`src/rtl/aud_ram_mon_ctrl.sv`:
```
// aud_ram_mon_ctrl: AUD RAM-monitor sequencer; serialises a host command, waits on target status, collects read data.
module aud_ram_mon_ctrl #(
  parameter int TIMEOUT_CYCLES = 1023,
  parameter int TURNAROUND = 2
) (
  input  logic        aud_ck,
  input  logic        rst,
  input  logic        cmd_valid,
  output logic        cmd_ready,
  input  logic        cmd_write,
  input  logic [1:0]  cmd_size,
  input  logic [31:0] cmd_addr,
  input  logic [31:0] cmd_wdata,
  output logic        rsp_valid,
  output logic [1:0]  rsp_status,
  output logic [31:0] rsp_rdata,
  output logic        aud_md_o,
  output logic        aud_nsync_o,
  output logic [3:0]  aud_data_o,
  output logic        aud_data_oe,
  input  logic [3:0]  aud_data_i,
  output logic        busy
);
  localparam int TW = $clog2(TIMEOUT_CYCLES + 1);
  typedef enum logic [2:0] {IDLE, CMD, ADDR, WDATA, TURN, WAIT, RDATA, DONE} state_t;
  state_t state;
  logic write_q;
  logic [2:0] last_q;
  logic [31:0] wdata_q, sh, rd, rd_nx;
  logic [3:0] cnt;
  logic [TW-1:0] tcnt;
  assign aud_md_o = 1'b1;
  always_comb begin
    rd_nx = rd;
    rd_nx[{cnt[2:0], 2'b00} +: 4] = aud_data_i;
  end
  always_ff @(posedge aud_ck) begin
    if (rst) begin
      state <= IDLE;
      cmd_ready <= 1'b1;
      rsp_valid <= 1'b0;
      rsp_status <= 2'b00;
      rsp_rdata <= '0;
      aud_nsync_o <= 1'b1;
      aud_data_o <= 4'h0;
      aud_data_oe <= 1'b0;
      busy <= 1'b0;
      write_q <= 1'b0;
      last_q <= 3'd0;
      wdata_q <= '0;
      sh <= '0;
      rd <= '0;
      cnt <= '0;
      tcnt <= '0;
    end else begin
      rsp_valid <= 1'b0;
      case (state)
        IDLE: if (cmd_valid) begin
          cmd_ready <= 1'b0;
          busy <= 1'b1;
          rsp_rdata <= '0;
          write_q <= cmd_write;
          last_q <= {cmd_size[1], |cmd_size, 1'b1};
          wdata_q <= cmd_wdata;
          sh <= cmd_addr;
          if (cmd_size == 2'b11) begin
            state <= DONE;
            rsp_valid <= 1'b1;
            rsp_status <= 2'b11;
          end else begin
            state <= CMD;
            aud_data_oe <= 1'b1;
            aud_nsync_o <= 1'b0;
            aud_data_o <= {1'b1, cmd_write, cmd_size};
          end
        end
        CMD: begin
          state <= ADDR;
          aud_data_o <= sh[3:0];
          sh <= sh >> 4;
          cnt <= '0;
        end
        ADDR: if (cnt == 4'd7) begin
          cnt <= '0;
          if (write_q) begin
            state <= WDATA;
            aud_data_o <= wdata_q[3:0];
            sh <= wdata_q >> 4;
          end else begin
            state <= TURN;
            aud_data_oe <= 1'b0;
            aud_nsync_o <= 1'b1;
            aud_data_o <= 4'h0;
          end
        end else begin
          cnt <= cnt + 4'd1;
          aud_data_o <= sh[3:0];
          sh <= sh >> 4;
        end
        WDATA: if (cnt[2:0] == last_q) begin
          state <= TURN;
          cnt <= '0;
          aud_data_oe <= 1'b0;
          aud_nsync_o <= 1'b1;
          aud_data_o <= 4'h0;
        end else begin
          cnt <= cnt + 4'd1;
          aud_data_o <= sh[3:0];
          sh <= sh >> 4;
        end
        TURN: if (cnt == 4'(TURNAROUND - 1)) begin
          state <= WAIT;
          cnt <= '0;
        end else cnt <= cnt + 4'd1;
        WAIT: if (aud_data_i == 4'h0) begin
          if (tcnt == TW'(TIMEOUT_CYCLES - 1)) begin
            state <= DONE;
            rsp_valid <= 1'b1;
            rsp_status <= 2'b10;
            tcnt <= '0;
          end else tcnt <= tcnt + 1'b1;
        end else begin
          tcnt <= '0;
          if (aud_data_i == 4'h1 && !write_q) begin
            state <= RDATA;
            cnt <= '0;
            rd <= '0;
          end else begin
            state <= DONE;
            rsp_valid <= 1'b1;
            rsp_status <= aud_data_i == 4'h1 ? 2'b00 : aud_data_i == 4'h7 ? 2'b01 : 2'b11;
          end
        end
        RDATA: begin
          rd <= rd_nx;
          if (cnt[2:0] == last_q) begin
            state <= DONE;
            rsp_valid <= 1'b1;
            rsp_status <= 2'b00;
            rsp_rdata <= rd_nx;
          end else cnt <= cnt + 4'd1;
        end
        DONE: begin
          state <= IDLE;
          cmd_ready <= 1'b1;
          busy <= 1'b0;
        end
        default: state <= IDLE;
      endcase
    end
  end
endmodule

```
`config.mk`:
```
export PLATFORM = sky130hd
export DESIGN_NAME = aud_ram_mon_ctrl
export DESIGN_NICKNAME = d
export VERILOG_FILES = /design/src/rtl/aud_ram_mon_ctrl.sv
export SDC_FILE = /design/constraint.sdc
export NUM_CORES = 1
export LEC_CHECK = 0
export ABC_AREA = 1
export CAP_MARGIN = 30
export CORE_MARGIN = 2
export CORE_UTILIZATION = 60
export CTS_BUF_LIST = sky130_fd_sc_hd__clkbuf_8
export DETAILED_ROUTE_END_ITERATION = 12
export PLACE_DENSITY = 0.88
export SLEW_MARGIN = 40
export SYNTH_ARGS = -nofsm -noshare
export SYNTH_HDL_FRONTEND = slang
export SYNTH_SLANG_ARGS = --single-unit
```
`constraint.sdc`:
```
create_clock -name aud_ck -period 3.65 [get_ports aud_ck]
set_input_delay 1.095 -clock aud_ck [delete_from_list [all_inputs] [get_ports aud_ck]]
set_output_delay 1.095 -clock aud_ck [all_outputs]
set_load 0.01 [all_outputs]
```
==> run summary, run 1 <==
The run finished with clean final reports. In this run the deepest clock path goes through 2 buffers. The synthesis-stage register bit count came out at 160. Routability-driven placement finished with a final weighted congestion of 0.9589.

The worst hold path passes through 2 cells. In this run the tightest slew margin relative to its limit is 0.4609. A synthesized cell averages 6.944 um^2. The count of placed standard cells in the final layout, fillers left out is 1347. The commonest non-fill, non-tap cell in the layout is sky130_fd_sc_hd__nand2_1. The share of cells above drive strength 1 is 0.05259. The routed via count is 7345. The number of nets in the synthesized netlist came out at 1158.

The remaining global-route overflow came out at 0. The final core area utilization is 0.7521. The cell type of the slowest stage on the worst timing path is sky130_fd_sc_hd__clkdlybuf4s50_1. The first-pass iteration count of the detailed router is 7.

The global-route wire length before repair is 30560 um. The total of buffers placed on input and output ports came out at 116. The critical-path maximum fanout came out at 28. The largest net degree at the start of global routing is 45. The kind of cell with the highest combined delay along the critical path is simple AND/OR/NAND/NOR gates. By area the synthesized netlist is led by sky130_fd_sc_hd__dfxtp_1, sky130_fd_sc_hd__nand2_1, sky130_fd_sc_hd__a21oi_1. The number of buffers added for setup after CTS is 0. The clock transition time at the flip-flop clock pins of the worst setup and hold paths is 80 ps. The placement row count came out at 40. The antenna violation net count after detailed routing is 0.

The category of the most critical setup path is in -> reg. Max-cap violations in this run came to 0. The die area is 13370 um^2. The net count of the finished layout is 1247. The synthesized cell area is 7478 um^2.

The number of diodes came out at 0. The routed via count divided by cell count is 5.453. The clock reaches the later pin of the worst-skew pair after 460 ps. From bottom edge to top edge, the die measures 115.6 um.

The number of CTS-inserted buffers came out at 17. The total wirelength of the detailed-routed design came out at 18790 um. The library cells used most frequently in the layout, excluding fill and tap cells, are sky130_fd_sc_hd__nand2_1, sky130_fd_sc_hd__nor2_1, sky130_fd_sc_hd__dfxtp_1. The number of endpoints with negative hold slack in the final report is 0. The sequential cell area is 3203 um^2. The total I/O pin count came out at 118. The clock skew after layout came out at 12.56 ps. The final period utilization came out at 0.7552. The data arrival time at the worst-slack endpoint is 3140 ps.

The Yosys step of the flow raised 0 warnings. The number of antenna violations at the first check in global routing is 0. The effective utilization at floorplan came out at 0.6175. The highest attainable clock frequency is 0.3628 GHz. The total of fill cells in the finished design is 967. Clock tree synthesis selected as its root buffer the cell sky130_fd_sc_hd__clkbuf_8.

The share of the yosys chip area belonging to registers is 0.4283. The starting DRC count in detailed routing is 638. The worst stage delay on the critical path came out at 650 ps. Setup total negative slack on the finished layout was measured at 0 ps.

The buffer and inverter count on the worst path is 2. The number of distinct library cells after synthesis is 36. In the final layout, the multi-input gates occupy 3630 um^2. The number of H-tree levels is 4. The critical path crosses 7 cells after its start point. The max-slew violation total from the final report came out at 0. The global-route usage over all layers is 0.2844. Gates resized during post-CTS repair numbered 0. The via count of the first global-routing pass came to 6619.

At the pin with the least slew margin, the transition time is 805.7 ps. The final-report setup violation count came out at 0. The DRC violation count after routing is 0.

The final critical delay including setup and external delays is 2757 ps. The area of the core is 12110 um^2. The worst setup path is captured at a flip-flop. The largest total area in the synthesized netlist belongs to sky130_fd_sc_hd__dfxtp_1. Relative to the synthesized area, the layout overhead comes to 21.80%. For the worst setup path, the data required time is 4030 ps. The total number of clock tree sinks is 160.

The HPWL after detailed placement is 12600 um. The die extent in x came out at 115.6 um. The average detailed-routed wire length per instance came out at 13.95 um. The analysis attributes to cell leakage a power of 3.617 nW.

Across the VDD grid, the largest voltage drop is 0.4391 mV. The depth of the worst register-to-register path came out at 11. The area fraction of the dominant cell type after synthesis is 0.4283. The worst min-delay path class is reg -> reg.

The sort of element at the start of the critical path is an input port. In this run the power density over the cells is 774.7 nW/um^2. In this run, placement finished with an instance count of 1315. Setup repair after global routing left no endpoint under its margin. The number of instances in the synthesized netlist came out at 1077. The clock tree from TritonCTS is done. The count of hold-fix buffers inserted at cts is 0. Walking the worst path, the cells encountered are clkdlybuf4s50_1, inv_1, nand4_1, nor2_1, nor2_4, nand2_1, a21oi_1.
-- synth_stat cells (all sizes together) --
| cell | number |
|---|---|
| nand2 | 220 |
| nor2 | 170 |
| dfxtp | 160 |
| o21ai | 131 |
| a21oi | 125 |
| inv | 97 |
| nand3 | 43 |
| clkbuf | 36 |
| o211ai | 31 |
| buf | 22 |
| nand4 | 8 |
| ha | 7 |
| nor3 | 5 |
| o21a | 5 |
| xor2 | 4 |
| a31oi | 3 |
| nor3b | 3 |
| and2 | 1 |
| clkinv | 1 |
| conb | 1 |
| nor4 | 1 |
| o22ai | 1 |
| or2 | 1 |
| xnor2 | 1 |
-- per-layer routing --
metal,up-vias,wire length [um],global-route usage
met5,-,0,0
met4,0,270,0.09286
met3,28,1369,0.06015
met2,305,8883,0.4737
met1,3324,8269,0.3706
li1,3688,-,-
-- stage by stage --
stage | hold WS [ps] | total power [mW] | setup WS, ps | area (um^2)
final | 454.4 | 7.056 | 893.5 | 9109
after global routing | 478.9 | 7.556 | 782.8 | 9109
after CTS | 457.5 | 7.043 | 946.6 | 9109
after detailed placement | 446.3 | 5.661 | 594.4 | 8687
after global placement | 438.6 | 5.567 | 655.6 | 8687
after floorplan | 424.5 | 4.670 | 1458 | 7478
-- worst reg2reg max path, cell delays in order (launching register included) --
cell                       delay (ps)
sky130_fd_sc_hd__dfxtp_1          480
sky130_fd_sc_hd__inv_1            130
sky130_fd_sc_hd__ha_1             240
sky130_fd_sc_hd__ha_1             200
sky130_fd_sc_hd__nor2_1           270
sky130_fd_sc_hd__nand2_1          120
sky130_fd_sc_hd__nor2_1           440
sky130_fd_sc_hd__nand2_1          130
sky130_fd_sc_hd__o211ai_1         190
sky130_fd_sc_hd__nand2_1           90
sky130_fd_sc_hd__nand2_1           70
sky130_fd_sc_hd__nor2_1            30
-- path summary, 6_finish.rpt --
| check | from | to | slack, ps |
|---|---|---|---|
| max | aud_data_i[1] | rd[8]$_SDFFE_PP0P_ | 890 |
| min | wdata_q[22]$_SDFFE_PP0P_ | wdata_q[22]$_SDFFE_PP0P_ | 450 |
| max reg2reg | cnt[0]$_SDFFE_PP0P_ | rsp_rdata[8]$_SDFFE_PP0P_ | 1150 |
| min reg2reg | wdata_q[22]$_SDFFE_PP0P_ | wdata_q[22]$_SDFFE_PP0P_ | 450 |
-- cell type report --
type | count | share of cell area
Multi-Input combinational cell | 761 | 0.3985
Sequential cell | 160 | 0.3516
Timing Repair Buffer | 128 | 0.1401
Inverter | 98 | 0.04038
Clock buffer | 18 | 0.02720
Tap cell | 168 | 0.02308
Clock inverter | 14 | 0.01909
-- cell families (layout without fill, tap and decap cells) --
kind of cell,after synthesis,in the layout,share of synthesized area
xor gates and xnor gates,5,5,0.005856
buffers and inverters,156,258,0.08633
AOI/OAI and AO/OA,296,296,0.2128
adders and majority gates,7,7,0.01171
and+or+nand+nor,452,452,0.2545
DFF,160,160,0.4283
other,1,1,0.0005014
-- report_power, final --
group	total [mW]	internal [mW]	switching, mW	leakage, nW
logic	3.08	1.21	1.87	2.09
clock network	1.39	0.750	0.643	0.218
registers	2.58	2.29	0.295	1.31
-- state kept, by name, indices dropped and copies added, names as in the netlist, 4 cells and up --
signal,count
wdata_q,32
sh,32
tcnt,10
rd,32
cnt,4
aud_data_o,4
rsp_rdata,32
No activity file was read; power rests on OpenSTA's default activity.
==> run 2: changes to the inputs <==
Settings changed: CORE_UTILIZATION 60 to 50, PLACE_DENSITY 0.88 to 0.78.
Clock period 3.65 ns to 2.53 ns, I/O delays scaled along.
==> run 2 against run 1 <==
  * Count of clock-buffer cells in the layout up 2
  * Die area up 19%
  * Core utilization down 12 points
  * Combinational power up 49%
  * Clock skew down 0.54 ps
  * Non-clock buffer count up 19
  * Cell area up 1.9%
  * Worst hold slack about the same
  * Register-to-register slack worse by 910 ps
  * Critical path type is now reg -> reg
==> run summary, run 2 (synthesis gave the netlist of run 1 again) <==
The run finished with clean final reports. The share of cells above drive strength 1 is 0.06678 (+0.01419). The worst min-delay path class is reg -> reg. The final estimated routing congestion in global placement came out at 0.9256 (-3.5%). The number of diodes was 0 (unchanged). The die extent in y came out at 126.3 um (+9.2%). The largest net degree at the start of global routing is 45 (unchanged).

The leakage dissipation is 3.714 nW (+2.7%). The actual slew at the worst max-slew pin is 587.2 ps (-218.5 ps). Leaving out fill and tap cells, the most frequent cell in the layout is sky130_fd_sc_hd__nand2_1. The minimum setup slack after placement is 57.23 ps (-537.2 ps). Routed signal wires occupy layers up through met4. The number of cells in the design after placement is 1350 (+2.7%). The power density relative to cell area is 1086 nW/um^2 (+40%). The total I/O pin count was 118 (unchanged). The antenna violation net count after detailed routing was 0 (unchanged). The clock skew after layout came out at 12.02 ps (-0.5372 ps). The count of placed standard cells in the final layout, fillers left out came out at 1382 (+2.6%). The global-route usage over all layers is 0.2366 (-0.04776). The worst path required time is 2920 ps (-1110 ps).

The DRC violation count after routing came out at 0 (unchanged). The sum of negative setup slack came out at 0 ps (unchanged). The final-report setup violation count was 0 (unchanged).

The number of nets in the final layout came out at 1266 (+1.5%). The number of gates given a new drive strength after cts is 0 (unchanged). The clock tree buffer depth is 2 (unchanged).

The die area is 15950 um^2 (+19%). The half-perimeter wire length after placement is 13020 um (+3.3%). The number of antenna violations at the first check in global routing was 0 (unchanged). The number of buffers added for setup after CTS is 0 (unchanged).

The number of H-tree levels is 4 (unchanged). The critical-path maximum fanout was 28 (unchanged). The die extent in x is 126.3 um (+9.2%).

The final worst-path setup slack came out at 236.2 ps (-657.3 ps). The first-pass iteration count of the detailed router came to 5 (-2). The starting DRC count in detailed routing was 518 (-19%).

The highest attainable clock frequency is 0.4360 GHz. Setup repair after global routing left no endpoint under its margin. The cell at the root of the clock tree is sky130_fd_sc_hd__clkbuf_8. The final period utilization is 0.9066. The insertion delay to the later sink of the worst-skew pair is 450 ps (about the same).

The clock transition time at the flip-flop clock pins of the worst setup and hold paths came out at 80 ps (about the same). The total wirelength of the detailed-routed design is 18580 um (-1.1%). The number of endpoints with negative hold slack in the final report was 0 (unchanged). The routed length on met1 is 8358 um (+1.1%).

The total number of clock tree sinks is 160 (unchanged). STA classifies the critical path endpoint as a flip-flop. The highest ir drop seen on vdd came out at 0.5246 mV (+19%). The worst hold slack came out at 454.4 ps (+0.006000 ps). The reported max-cap violation count is 0 (unchanged). The routed via count came to 7254 (-1.2%). The number of CTS-inserted buffers was 17 (unchanged). The data arrival time at the worst-slack endpoint is 2680 ps (-460 ps). TritonCTS built the clock tree. The detailed-routed wire length on met2 is 8736 um (-1.7%). The top cell types in the final layout, fill and taps aside, are sky130_fd_sc_hd__nand2_1, sky130_fd_sc_hd__nor2_1, sky130_fd_sc_hd__dfxtp_1. The post-synthesis to final-layout area growth came out at 24.13%. The total of buffers placed on input and output ports is 116 (unchanged). The via count of the first global-routing pass is 6700 (+1.2%).

The worst slew margin relative to its limit is 0.6072 (+0.1463). The max-slew violation total from the final report is 0 (unchanged). The worst path needs 2294 ps of the cycle, external delays included. The critical path is of the reg -> reg type. The remaining global-route overflow is 0 (unchanged).

The detailed route wirelength on metal3 came to 1160 um (-15%). The global-route wire length before repair came out at 31200 um (+2.1%). The effective utilization at floorplan is 0.5126 (-0.1049).

The routed via count divided by cell count came out at 5.249 (-3.7%). The count of hold-fix buffers inserted at cts was 0 (unchanged). The area of the core was 14590 um^2 (+20%). The placement row count came out at 44 (+10%). The average detailed-routed wire length per instance is 13.45 um (-3.6%). The worst setup path is launched from a flip-flop.
[run 2: cell count changes in the layout (fill, tap and decap cells not counted), moves of 2 or more]
cell and delta:
sky130_fd_sc_hd__buf_12 +5, sky130_fd_sc_hd__buf_4 +14, sky130_fd_sc_hd__bufinv_16 -3, sky130_fd_sc_hd__clkbuf_8 +2, sky130_fd_sc_hd__clkinv_2 -2
[run 2: layout make-up]
type	count	area, um^2
Fill cell	1341	5306
Multi-Input combinational cell	761	3630
Sequential cell	160	3203
Timing Repair Buffer	147	1481
Inverter	98	367.9
Clock buffer	20	275.3
Tap cell	184	230.2
Clock inverter	12	95.09
[run 2: stage by stage]
step                  util  total power, mW  cell area (um^2)
global placement    0.6109            8.251              8912
global route        0.6363            10.88              9283
CTS                 0.6363            10.12              9283
finish              0.6363            10.08              9283
detailed placement  0.6109            8.347              8912
floorplan                -            6.738              7478
[run 2: routing by layer]
metal	track usage	vias to the layer above
li1	-	3727
met1	0.3089	3263
met2	0.3941	236
met3	0.04639	28
met4	0.08080	0
met5	0	-
[run 2: worst paths after layout]
check                                              start                       end  slack (ps)  depth (start not counted)
worst max-delay path                 cnt[1]$_SDFFE_PP0P_        sh[0]$_SDFFE_PP0P_         240                          7
worst min-delay path            wdata_q[20]$_SDFFE_PP0P_  wdata_q[20]$_SDFFE_PP0P_         450                          2
worst max register to register       cnt[1]$_SDFFE_PP0P_        sh[0]$_SDFFE_PP0P_         240                          7
worst min register to register  wdata_q[20]$_SDFFE_PP0P_  wdata_q[20]$_SDFFE_PP0P_         450                          2
[run 2: worst max-delay path: stages (launching register included)]
cell,delay [ps]
sky130_fd_sc_hd__dfxtp_1,460
sky130_fd_sc_hd__ha_1,240
sky130_fd_sc_hd__nand3_1,270
sky130_fd_sc_hd__inv_1,310
sky130_fd_sc_hd__nand2_2,390
sky130_fd_sc_hd__o211ai_1,320
sky130_fd_sc_hd__o21ai_0,110
sky130_fd_sc_hd__nor2_1,130
[run 2: report_power, final]
group / internal (mW) / switching, mW / total [mW]
clock: 0.842 / 0.932 / 1.77
combinational: 1.90 / 2.68 / 4.58
sequential: 3.30 / 0.420 / 3.72
total: 6.05 / 4.03 / 10.1
==> run 3: changes to the inputs <==
Settings changed: REMOVE_ABC_BUFFERS set to 1.
==> run 3 against run 2 <==
  * Clock skew decreased by 1.4 ps
  * Die area unchanged
  * Critical path depth increased by 1
  * Global-route usage decreased by 0.62 points
  * Final cell count decreased by 0.51%
  * Setup slack improved by 83 ps
  * Cell area decreased by 0.13%
  * Critical path type unchanged
  * Largest cell class unchanged
  * Largest power group unchanged
==> run summary, run 3 (synthesis gave the netlist of run 1 again) <==
The highest ir drop seen on vdd came out at 0.4629 mV (-12%). The die extent in x is 126.3 um (unchanged). Among all stages on the critical path, the largest delay is contributed by sky130_fd_sc_hd__dfxtp_1. The max-slew violation total from the final report was 0 (unchanged). The clock network fraction of total power was 0.197 (+0.021). The final estimated routing congestion in global placement is 0.8799 (-4.9%). The design internal power was 6.254 mW (+3.4%). The first-pass iteration count of the detailed router is 5 (unchanged). The net switching component of the power is 3.999 mW (-0.84%).

The placement row count came out at 44 (unchanged). The final period utilization is 0.8740 (-0.03261). The power density relative to cell area came to 1106 nW/um^2 (+1.9%). The die area is 15950 um^2 (unchanged). The data arrival time at the worst-slack endpoint is 2560 ps (-120 ps).

The clock tree buffer depth was 2 (unchanged). The sequential cell fraction of total power came out at 0.363 (-0.006). The DRC violation count after routing is 0 (unchanged). The global-route usage over all layers is 0.2304 (-0.006215).

The number of cells on the worst hold path is 2 (unchanged). The endpoint type of the worst setup path is a flip-flop. The worst path required time is 2880 ps (-40 ps). The number of H-tree levels was 4 (unchanged).

The number of buffers added for setup after CTS came to 0 (unchanged). The critical path goes through inv_1, ha_1, ha_1, nand2_1, nor2_1, a21oi_1, a21oi_1, nor2_1. The total power is 10.25 mW (+1.7%).

The number of CTS-inserted buffers came to 17 (unchanged). The starting DRC count in detailed routing was 594 (+15%). Setup repair after global routing left no endpoint under its margin. The worst hold slack came out at 460.3 ps (+5.868 ps). The routed via count is 7220 (-0.47%). The via count of the first global-routing pass is 6640 (-0.90%). The total of buffers placed on input and output ports came out at 116 (unchanged).

The final-report setup violation count is 0 (unchanged). The sort of element at the start of the critical path is a flip-flop. The worst setup path is of the reg -> reg kind. The reported max-cap violation count is 0 (unchanged). The actual slew at the worst max-slew pin came out at 656.8 ps (+69.56 ps). The number of nets in the final layout came out at 1260 (-0.47%). The worst stage delay on the critical path was 460 ps (about the same). The worst slew margin relative to its limit is 0.5617 (-0.04547). The instance area at placement came out at 8837 um^2 (-0.84%).

The share of cells above drive strength 1 came out at 0.06549 (-0.001287). The library cell used most frequently in the layout, excluding fill and tap cells, is sky130_fd_sc_hd__nand2_1. The cell area after layout was 9270 um^2 (-0.13%). The critical-path maximum fanout is 8 (-71%). The worst min-delay path class is reg -> reg. The count of hold-fix buffers inserted at cts came out at 0 (unchanged). Relative to the synthesized area, the layout overhead comes to 23.96%. The final critical delay including setup and external delays is 2211 ps (-82.50 ps). The total I/O pin count is 118 (unchanged).

The half-perimeter wire length after placement came to 12130 um (-6.8%). The sum of negative setup slack is 0 ps (unchanged). The largest net degree at the start of global routing came out at 83 (+84%). The remaining global-route overflow came out at 0 (unchanged). The antenna violation net count after detailed routing came out at 0 (unchanged). The run finished with clean final reports. In the layout the commonest cells are sky130_fd_sc_hd__nand2_1, sky130_fd_sc_hd__nor2_1, sky130_fd_sc_hd__dfxtp_1. The clock transition time at the flip-flop clock pins of the worst setup and hold paths came to 90 ps (about the same).

The number of gates given a new drive strength after cts came to 0 (unchanged). The fraction of power spent switching nets is 0.3900 (-0.01012). The cell at the root of the clock tree is sky130_fd_sc_hd__clkbuf_8. The final core area utilization is 0.6354 (-0.0008580). The total number of clock tree sinks came to 160 (unchanged). The highest attainable clock frequency came out at 0.4522 GHz (+3.7%). The global-route wire length before repair is 30570 um (-2.0%). The clock skew after layout came out at 10.67 ps (-1.351 ps).

The number of endpoints with negative hold slack in the final report was 0 (unchanged). The average detailed-routed wire length per instance was 13.14 um (-2.3%). The effective utilization at floorplan came out at 0.5126 (unchanged). The routed via count divided by cell count came out at 5.251 (about the same). The number of diodes came out at 0 (unchanged). The combinational share of power came out at 0.440 (-0.015). The leakage dissipation is 3.688 nW (-0.70%). The number of antenna violations at the first check in global routing was 0 (unchanged).

The depth of the worst register-to-register path came out at 8 (+1). The total wirelength of the detailed-routed design is 18060 um (-2.8%). The clock tree from TritonCTS is done. The insertion delay to the later sink of the worst-skew pair is 460 ps (about the same). The die extent in y is 126.3 um (unchanged). The area of the core is 14590 um^2 (unchanged).
run 3: cell count changes in the layout (fill, tap and decap cells not counted):
cell	change
sky130_fd_sc_hd__buf_12	-2
sky130_fd_sc_hd__inv_6	-1
sky130_fd_sc_hd__buf_2	+1
sky130_fd_sc_hd__bufinv_16	+2
sky130_fd_sc_hd__clkinv_4	-1
sky130_fd_sc_hd__clkinvlp_4	+1
sky130_fd_sc_hd__clkdlybuf4s50_1	-1
sky130_fd_sc_hd__inv_1	-4
sky130_fd_sc_hd__clkbuf_8	+2
sky130_fd_sc_hd__buf_4	-4
run 3: power by group through the flow:
stage | clock network, mW | logic (mW) | registers [mW]
after CTS | 2.06 | 4.51 | 3.72
after global placement | 0 | 4.43 | 3.75
after detailed placement | 0 | 4.49 | 3.77
final | 2.02 | 4.51 | 3.72
after global routing | 2.16 | 5.09 | 3.81
after floorplan | 0 | 2.60 | 3.88
run 3: final cells by class:
| cell class | count | area, um^2 |
|---|---|---|
| Tap cell | 184 | 230.2 |
| Inverter | 98 | 367.9 |
| Clock buffer | 22 | 302.8 |
| Fill cell | 1322 | 5319 |
| Timing Repair Buffer | 141 | 1406 |
| Sequential cell | 160 | 3203 |
| Clock inverter | 9 | 130.1 |
| Multi-Input combinational cell | 761 | 3630 |
run 3: metrics by stage:
| step | setup slack (ps) | cells |
|---|---|---|
| after floorplan | -396.5 | 1019 |
| after global placement | 198.0 | 1344 |
| after detailed placement | 167.9 | 1344 |
| after CTS | 322.5 | 1375 |
| after global routing | 22.92 | 1375 |
| final | 318.7 | 1375 |
run 3: worst paths after layout:
check	slack, ps	from	endpoint
max	320	cnt[0]$_SDFFE_PP0P_	rsp_rdata[11]$_SDFFE_PP0P_
min	460	wdata_q[24]$_SDFFE_PP0P_	wdata_q[24]$_SDFFE_PP0P_
max reg2reg	320	cnt[0]$_SDFFE_PP0P_	rsp_rdata[11]$_SDFFE_PP0P_
min reg2reg	460	wdata_q[24]$_SDFFE_PP0P_	wdata_q[24]$_SDFFE_PP0P_
run 3: worst max-delay path, delay by kind of cell, from the launching register on:
family / cells / cell delay, ps
simple gates: 3 / 530
buf+inv: 1 / 130
fa+ha+maj: 2 / 600
compound gates: 2 / 380
flops: 1 / 460
run 3: per-layer routing:
layer	up-vias	global-route usage	wire length, um
li1	3716	-	-
met1	3248	0.2966	8209
met2	240	0.3909	8523
met3	16	0.04597	1096
met4	0	0.07304	233
met5	-	0	0
